[src/rtl/instr_fetch_unit.sv]
// Instruction fetch front-end: fetch PC, 1-cycle ROM reads, 2-entry prefetch FIFO, redirect flush.
// Optional FETCH_HALT_ON_EBREAK_EN: stop fetching after an EBREAK word is buffered.
module instr_fetch_unit #(
    parameter int          ADDR_W   = 8,
    parameter logic [31:0] RESET_PC = 32'h0
) (
    input  logic              clk,
    input  logic              resetn,
    output logic              mem_rd_en,
    output logic [ADDR_W-1:0] mem_addr,
    input  logic [31:0]       mem_rdata,
    output logic [31:0]       instr,
    output logic [31:0]       instr_pc,
    output logic              instr_valid,
    input  logic              instr_ready,
    input  logic              redirect,
    input  logic [31:0]       redirect_pc,
    output logic              halted
);
    localparam logic [31:0] EBREAK = 32'h00100073;

    logic        run;
    logic [31:0] fetch_pc;
    logic        inflight;
    logic [31:0] inflight_pc;
    logic [31:0] word1, pc1;
    logic [1:0]  occ, occ_next;
    logic [2:0]  credit;
    logic        pop, push;

`ifndef FETCH_HALT_ON_EBREAK_EN
    assign halted = 1'b0;
`endif

    assign pop      = instr_valid && instr_ready;
    // A returning word after the halt point belongs to the abandoned stream.
    assign push     = inflight && !halted;
    assign mem_addr = fetch_pc[ADDR_W+1:2];

    // Credit counts words that will occupy the FIFO once the next edge settles.
    assign credit    = {1'b0, occ} + {2'b00, inflight} - {2'b00, pop};
    assign mem_rd_en = resetn && run && !halted && !redirect && (credit < 3'd2);

    always_comb begin
        occ_next = occ;
        if (push && !pop)
            occ_next = occ + 2'd1;
        else if (pop && !push)
            occ_next = occ - 2'd1;
    end

    always_ff @(posedge clk) begin
        if (!resetn) begin
            run         <= 1'b0;
            fetch_pc    <= RESET_PC;
            inflight    <= 1'b0;
            inflight_pc <= '0;
            occ         <= '0;
            instr_valid <= 1'b0;
            instr       <= '0;
            instr_pc    <= '0;
            word1       <= '0;
            pc1         <= '0;
`ifdef FETCH_HALT_ON_EBREAK_EN
            halted      <= 1'b0;
`endif
        end else begin
            run <= 1'b1;
            if (redirect) begin
                occ         <= '0;
                instr_valid <= 1'b0;
                inflight    <= 1'b0;
                fetch_pc    <= {redirect_pc[31:2], 2'b00};
`ifdef FETCH_HALT_ON_EBREAK_EN
                halted      <= 1'b0;
`endif
            end else begin
                occ         <= occ_next;
                instr_valid <= (occ_next != 2'd0);
                inflight    <= mem_rd_en;
                if (mem_rd_en) begin
                    inflight_pc <= fetch_pc;
                    fetch_pc    <= fetch_pc + 32'd4;
                end
                if (pop && occ == 2'd2) begin
                    instr    <= word1;
                    instr_pc <= pc1;
                end
                // New word lands in the first slot left free after this edge's pop.
                if (push) begin
                    if ((occ - {1'b0, pop}) == 2'd0) begin
                        instr    <= mem_rdata;
                        instr_pc <= inflight_pc;
                    end else begin
                        word1 <= mem_rdata;
                        pc1   <= inflight_pc;
                    end
                end
`ifdef FETCH_HALT_ON_EBREAK_EN
                if (push && mem_rdata == EBREAK)
                    halted <= 1'b1;
`endif
            end
        end
    end
endmodule

[config.mk]
export PLATFORM = sky130hd
export DESIGN_NAME = instr_fetch_unit
export DESIGN_NICKNAME = d
export VERILOG_FILES = /design/src/rtl/instr_fetch_unit.sv
export SDC_FILE = /design/constraint.sdc
export NUM_CORES = 1
export LEC_CHECK = 0
export CAP_MARGIN = 10
export CORE_MARGIN = 3
export CORE_UTILIZATION = 55
export DETAILED_ROUTE_END_ITERATION = 6
export GPL_ROUTABILITY_DRIVEN = 0
export GPL_TIMING_DRIVEN = 0
export PLACE_DENSITY = 0.83
export SLEW_MARGIN = 20
export SYNTH_ARGS = -nofsm -noshare
export SYNTH_HDL_FRONTEND = slang
export SYNTH_SLANG_ARGS = --single-unit
[constraint.sdc]
create_clock -name clk -period 6.25 [get_ports clk]
set_input_delay 0.9375 -clock clk [delete_from_list [all_inputs] [get_ports clk]]
set_output_delay 0.9375 -clock clk [all_outputs]
set_load 0.02 [all_outputs]
==> summary.txt <==
==========================================================================================
Capturing element type of the critical path                                     output pin
Area taken by flip-flops and latches                                              3820 um2
Layout cell share with drive strength beyond 1                                       6.81%
CTS tree                                                                              done
Peak supply drop                                                                  0.205 mV
Worst hold slack across all endpoints                                             0.474 ns
Initial antenna violation count                                                          0
Filler instances                                                                      1083
Vias in the first global route                                                        6752
Total number of vias                                                                  7069
Synthesized netlist cell count                                                         872
Total count of max-transition violations in the final report                             0
DR vias/cell                                                                          5.78
Type of element launching the critical path                                     input port
Total power divided by cell area                                                261 nW/um2
Routed len/inst                                                                    17.3 um
Type of the worst setup path                                                     in -> out
Leakage power of the design                                                        4.44 nW
First-pass GRT wire length                                                         33.7 mm
Maximum clock path buffer count                                                          2
Root buffer cell                                                              sky130_fd_sc_hd__clkbuf_16
Clock edge transition at the registers on the reported setup and hold paths        0.07 ns
Final Critical Period                                                              5.29 ns
Total clock buffers created by CTS                                                      17
Switching share of power                                                             26.3%
Count of antenna-violating nets left after detailed routing                              0
Type of the tightest min-delay check                                            reg -> reg
Mean cell area of the mapped netlist                                              9.13 um2
Total routing resource utilization after global routing                              25.9%
Floorplan die area                                                               16000 um2
Setup TNS after final layout                                                          0 ns
Data required time of the critical path                                            5.31 ns
Total wire length                                                                  21.1 mm
Warning count from the yosys run                                                         0
Share of total power in combinational logic                                          11.2%
Cell-internal power                                                                1.95 mW
Max stage delay on crit path                                                       0.72 ns
Number of hold violations in the final report                                            0
Count of buffers inserted at the top-level ports                                       139
Slowest stage cell on the critical path                                       sky130_fd_sc_hd__clkdlybuf4s50_1
Reg-to-reg setup timing slack                                                      3.26 ns
Area used by multi-input combinational logic                                      3760 um2
Count of cells resized by post-cts repair                                                0
Number of setup violations in the final report                                           0
Floorplan Core Area                                                              14000 um2
Most common cell type on the critical path                                    sky130_fd_sc_hd__nand2_1
Clock Skews                                                                     0.00854 ns
Clock share of power                                                                 40.3%
Largest driver fanout on the critical path                                              10
Detailed router's first-iteration violation count                                      650
FF+latch count, synth                                                                  191
Switching Power                                                                   0.697 mW
Total congestion overflow after global routing                                           0
Max Freq                                                                           189 MHz
Cell chain of the critical path                                               clkdlybuf4s50_1, a21bo_2, nand2_1, nand2_1, fa_1, xnor2_1, nand2_1, clkinv_1, clkbuf_1, clkdlybuf4s50_1
I/O Pins                                                                               143
Initial Utilization                                                                  56.7%
Die outline width                                                                   126 um
Number of remaining DRC errors                                                           0
Total inserted antenna cells                                                             0
Register area share after synthesis                                                  48.0%
Number of enable-type register cells in the synthesized netlist                          0
Number of iterations in the first detailed-routing pass                                  5
Maximum level of the CTS H-tree                                                          4
Outcome                                                                          completed
Placed wire-length estimate after detailed placement                               14.6 mm
Clock net sink count                                                                   191
Final worst-path cycle share                                                         84.6%
Net count after synthesis                                                              943
Sequential group share of total power                                                48.6%
Most instantiated flip-flop cell in the synthesis netlist                     sky130_fd_sc_hd__dfxtp_1
Largest net degree at the start of global routing                                       19
Number of unique standard cell types used by synthesis                                  59
Final core utilization                                                               72.3%
Clock latency at the later pin of the worst-skew pair                              0.43 ns
Post-CTS setup buffer count                                                              0
Async set-or-reset flop fraction in the synthesized netlist                             0%
Arrival time of the worst setup path                                               4.35 ns
Height of the die                                                                   126 um
Max Cap Viol                                                                             0
RSZ-0062 raised after global routing                                                 false
Count of standard-cell rows                                                             43
Least-Margin Pin Slew                                                             0.704 ns
Relative slew slack                                                                  53.1%
Final-stage net count                                                                 1101
Synthesis-to-finish area growth                                                      27.6%
Post-CTS Hold Buffers                                                                    0
Mapped Area                                                                       7960 um2
==========================================================================================
## synth_stat cells (all sizes together), types with 5 or more instances
cell type	count	area (um2)
o21ai	70	350
nor2	76	285
a211oi	6	45.0
nor3	5	25.0
xor2	6	52.6
nor4	8	71.3
clkbuf	45	169
dfxtp	191	3820
a31oi	6	37.5
nand2	91	342
a21oi	109	549
and2	5	31.3
mux2i	126	1260
nand3	16	80.1
nand4	9	71.3
xnor2	9	78.8
buf	29	169
inv	9	33.8
## per-layer routing
metal | part of all wire, % | track usage [%]
met1 | 44 | 35.6
met2 | 46 | 40.3
met5 | 0 | 0
met3 | 8.1 | 5.39
met4 | 2.7 | 10.2
## worst max-delay path: cells and delay by family
| family | cells | cell delay [ns] |
|---|---|---|
| buffers and inverters | 4 | 1.82 |
| AO/OA/AOI/OAI | 1 | 0.23 |
| adder cells (fa/ha/maj) | 1 | 0.39 |
| AND/OR/NAND/NOR | 3 | 0.52 |
| XOR/XNOR | 1 | 0.46 |
## registers in the layout, indices dropped and copies added (netlist names)
name / flops
word1: 32
instr_pc: 32
inflight: 1
inflight_pc: 30
instr: 32
instr_valid: 1
occ: 2
run: 1
pc1: 30
fetch_pc: 30
## cell families after synthesis
| kind of cell | count (synthesis) | synth area share, % |
|---|---|---|
| xor gates and xnor gates | 15 | 1.65 |
| muxes | 127 | 16.0 |
| AOI/OAI and AO/OA | 215 | 14.9 |
| other | 1 | 0.0471 |
| adders and majority gates | 5 | 0.817 |
| buffers and inverters | 84 | 4.72 |
| DFF | 191 | 48.0 |
| and+or+nand+nor | 234 | 13.8 |
## path summary, 6_finish.rpt
path | start | to | depth (start not counted)
min | inflight_pc[9]$_SDFFE_PN0P_ | inflight_pc[9]$_SDFFE_PN0P_ | 2
max reg2reg | instr_valid$_SDFF_PP0_ | fetch_pc[28]$_SDFFE_PN0P_ | 9
min reg2reg | inflight_pc[9]$_SDFFE_PN0P_ | inflight_pc[9]$_SDFFE_PN0P_ | 2
max | instr_ready | mem_rd_en | 10
## through the flow
stage	setup WS (ns)	instance area, um2	std cells	total power, mW
2_1_floorplan	2.66	7960	872	1.46
3_3_place_gp	1.16	9580	1191	1.60
3_5_place_dp	1.09	9580	1191	1.61
4_1_cts	1.08	10200	1223	2.66
5_1_grt	0.767	10200	1223	2.74
6_report	0.961	10200	1223	2.65
## power by group through the flow
stage / clock network (mW) / registers [mW] / logic [mW]
3_5_place_dp: 0 / 1.31 / 0.291
2_1_floorplan: 0 / 1.33 / 0.137
4_1_cts: 1.08 / 1.29 / 0.294
6_report: 1.07 / 1.29 / 0.296
3_3_place_gp: 0 / 1.31 / 0.289
5_1_grt: 1.13 / 1.29 / 0.316
## final cells by class
class / instances / area share, %
Buffer: 74 / 3.33
Clock buffer: 18 / 4.23
Clock inverter: 14 / 1.48
Inverter: 10 / 0.370
Multi-Input combinational cell: 597 / 37.0
Sequential cell: 191 / 37.7
Tap cell: 180 / 2.22
Timing Repair Buffer: 139 / 13.7
## layout by cell type, fill, tap and decap left out, types with 3 or more instances in the layout
cell / n
sky130_fd_sc_hd__nor2_1: 76
sky130_fd_sc_hd__mux2i_1: 126
sky130_fd_sc_hd__clkbuf_1: 46
sky130_fd_sc_hd__a32oi_1: 3
sky130_fd_sc_hd__and3_1: 3
sky130_fd_sc_hd__a21oi_1: 108
sky130_fd_sc_hd__o211ai_1: 3
sky130_fd_sc_hd__a211oi_1: 6
sky130_fd_sc_hd__o21ai_0: 70
sky130_fd_sc_hd__nor4_1: 6
sky130_fd_sc_hd__clkdlybuf4s50_1: 139
sky130_fd_sc_hd__nand2_1: 91
sky130_fd_sc_hd__nand4_1: 8
sky130_fd_sc_hd__xor2_1: 6
sky130_fd_sc_hd__o311ai_0: 4
sky130_fd_sc_hd__and4_1: 3
sky130_fd_sc_hd__nor3b_1: 3
sky130_fd_sc_hd__xnor2_1: 9
sky130_fd_sc_hd__clkbuf_16: 17
sky130_fd_sc_hd__nor3_1: 5
sky130_fd_sc_hd__nand3_1: 16
sky130_fd_sc_hd__inv_1: 8
sky130_fd_sc_hd__a31oi_1: 6
sky130_fd_sc_hd__inv_8: 3
sky130_fd_sc_hd__buf_4: 10
sky130_fd_sc_hd__buf_2: 18
sky130_fd_sc_hd__and2_1: 5
sky130_fd_sc_hd__clkinv_4: 4
sky130_fd_sc_hd__inv_6: 5
sky130_fd_sc_hd__dfxtp_1: 191
No activity file was read; power rests on OpenSTA's default activity.
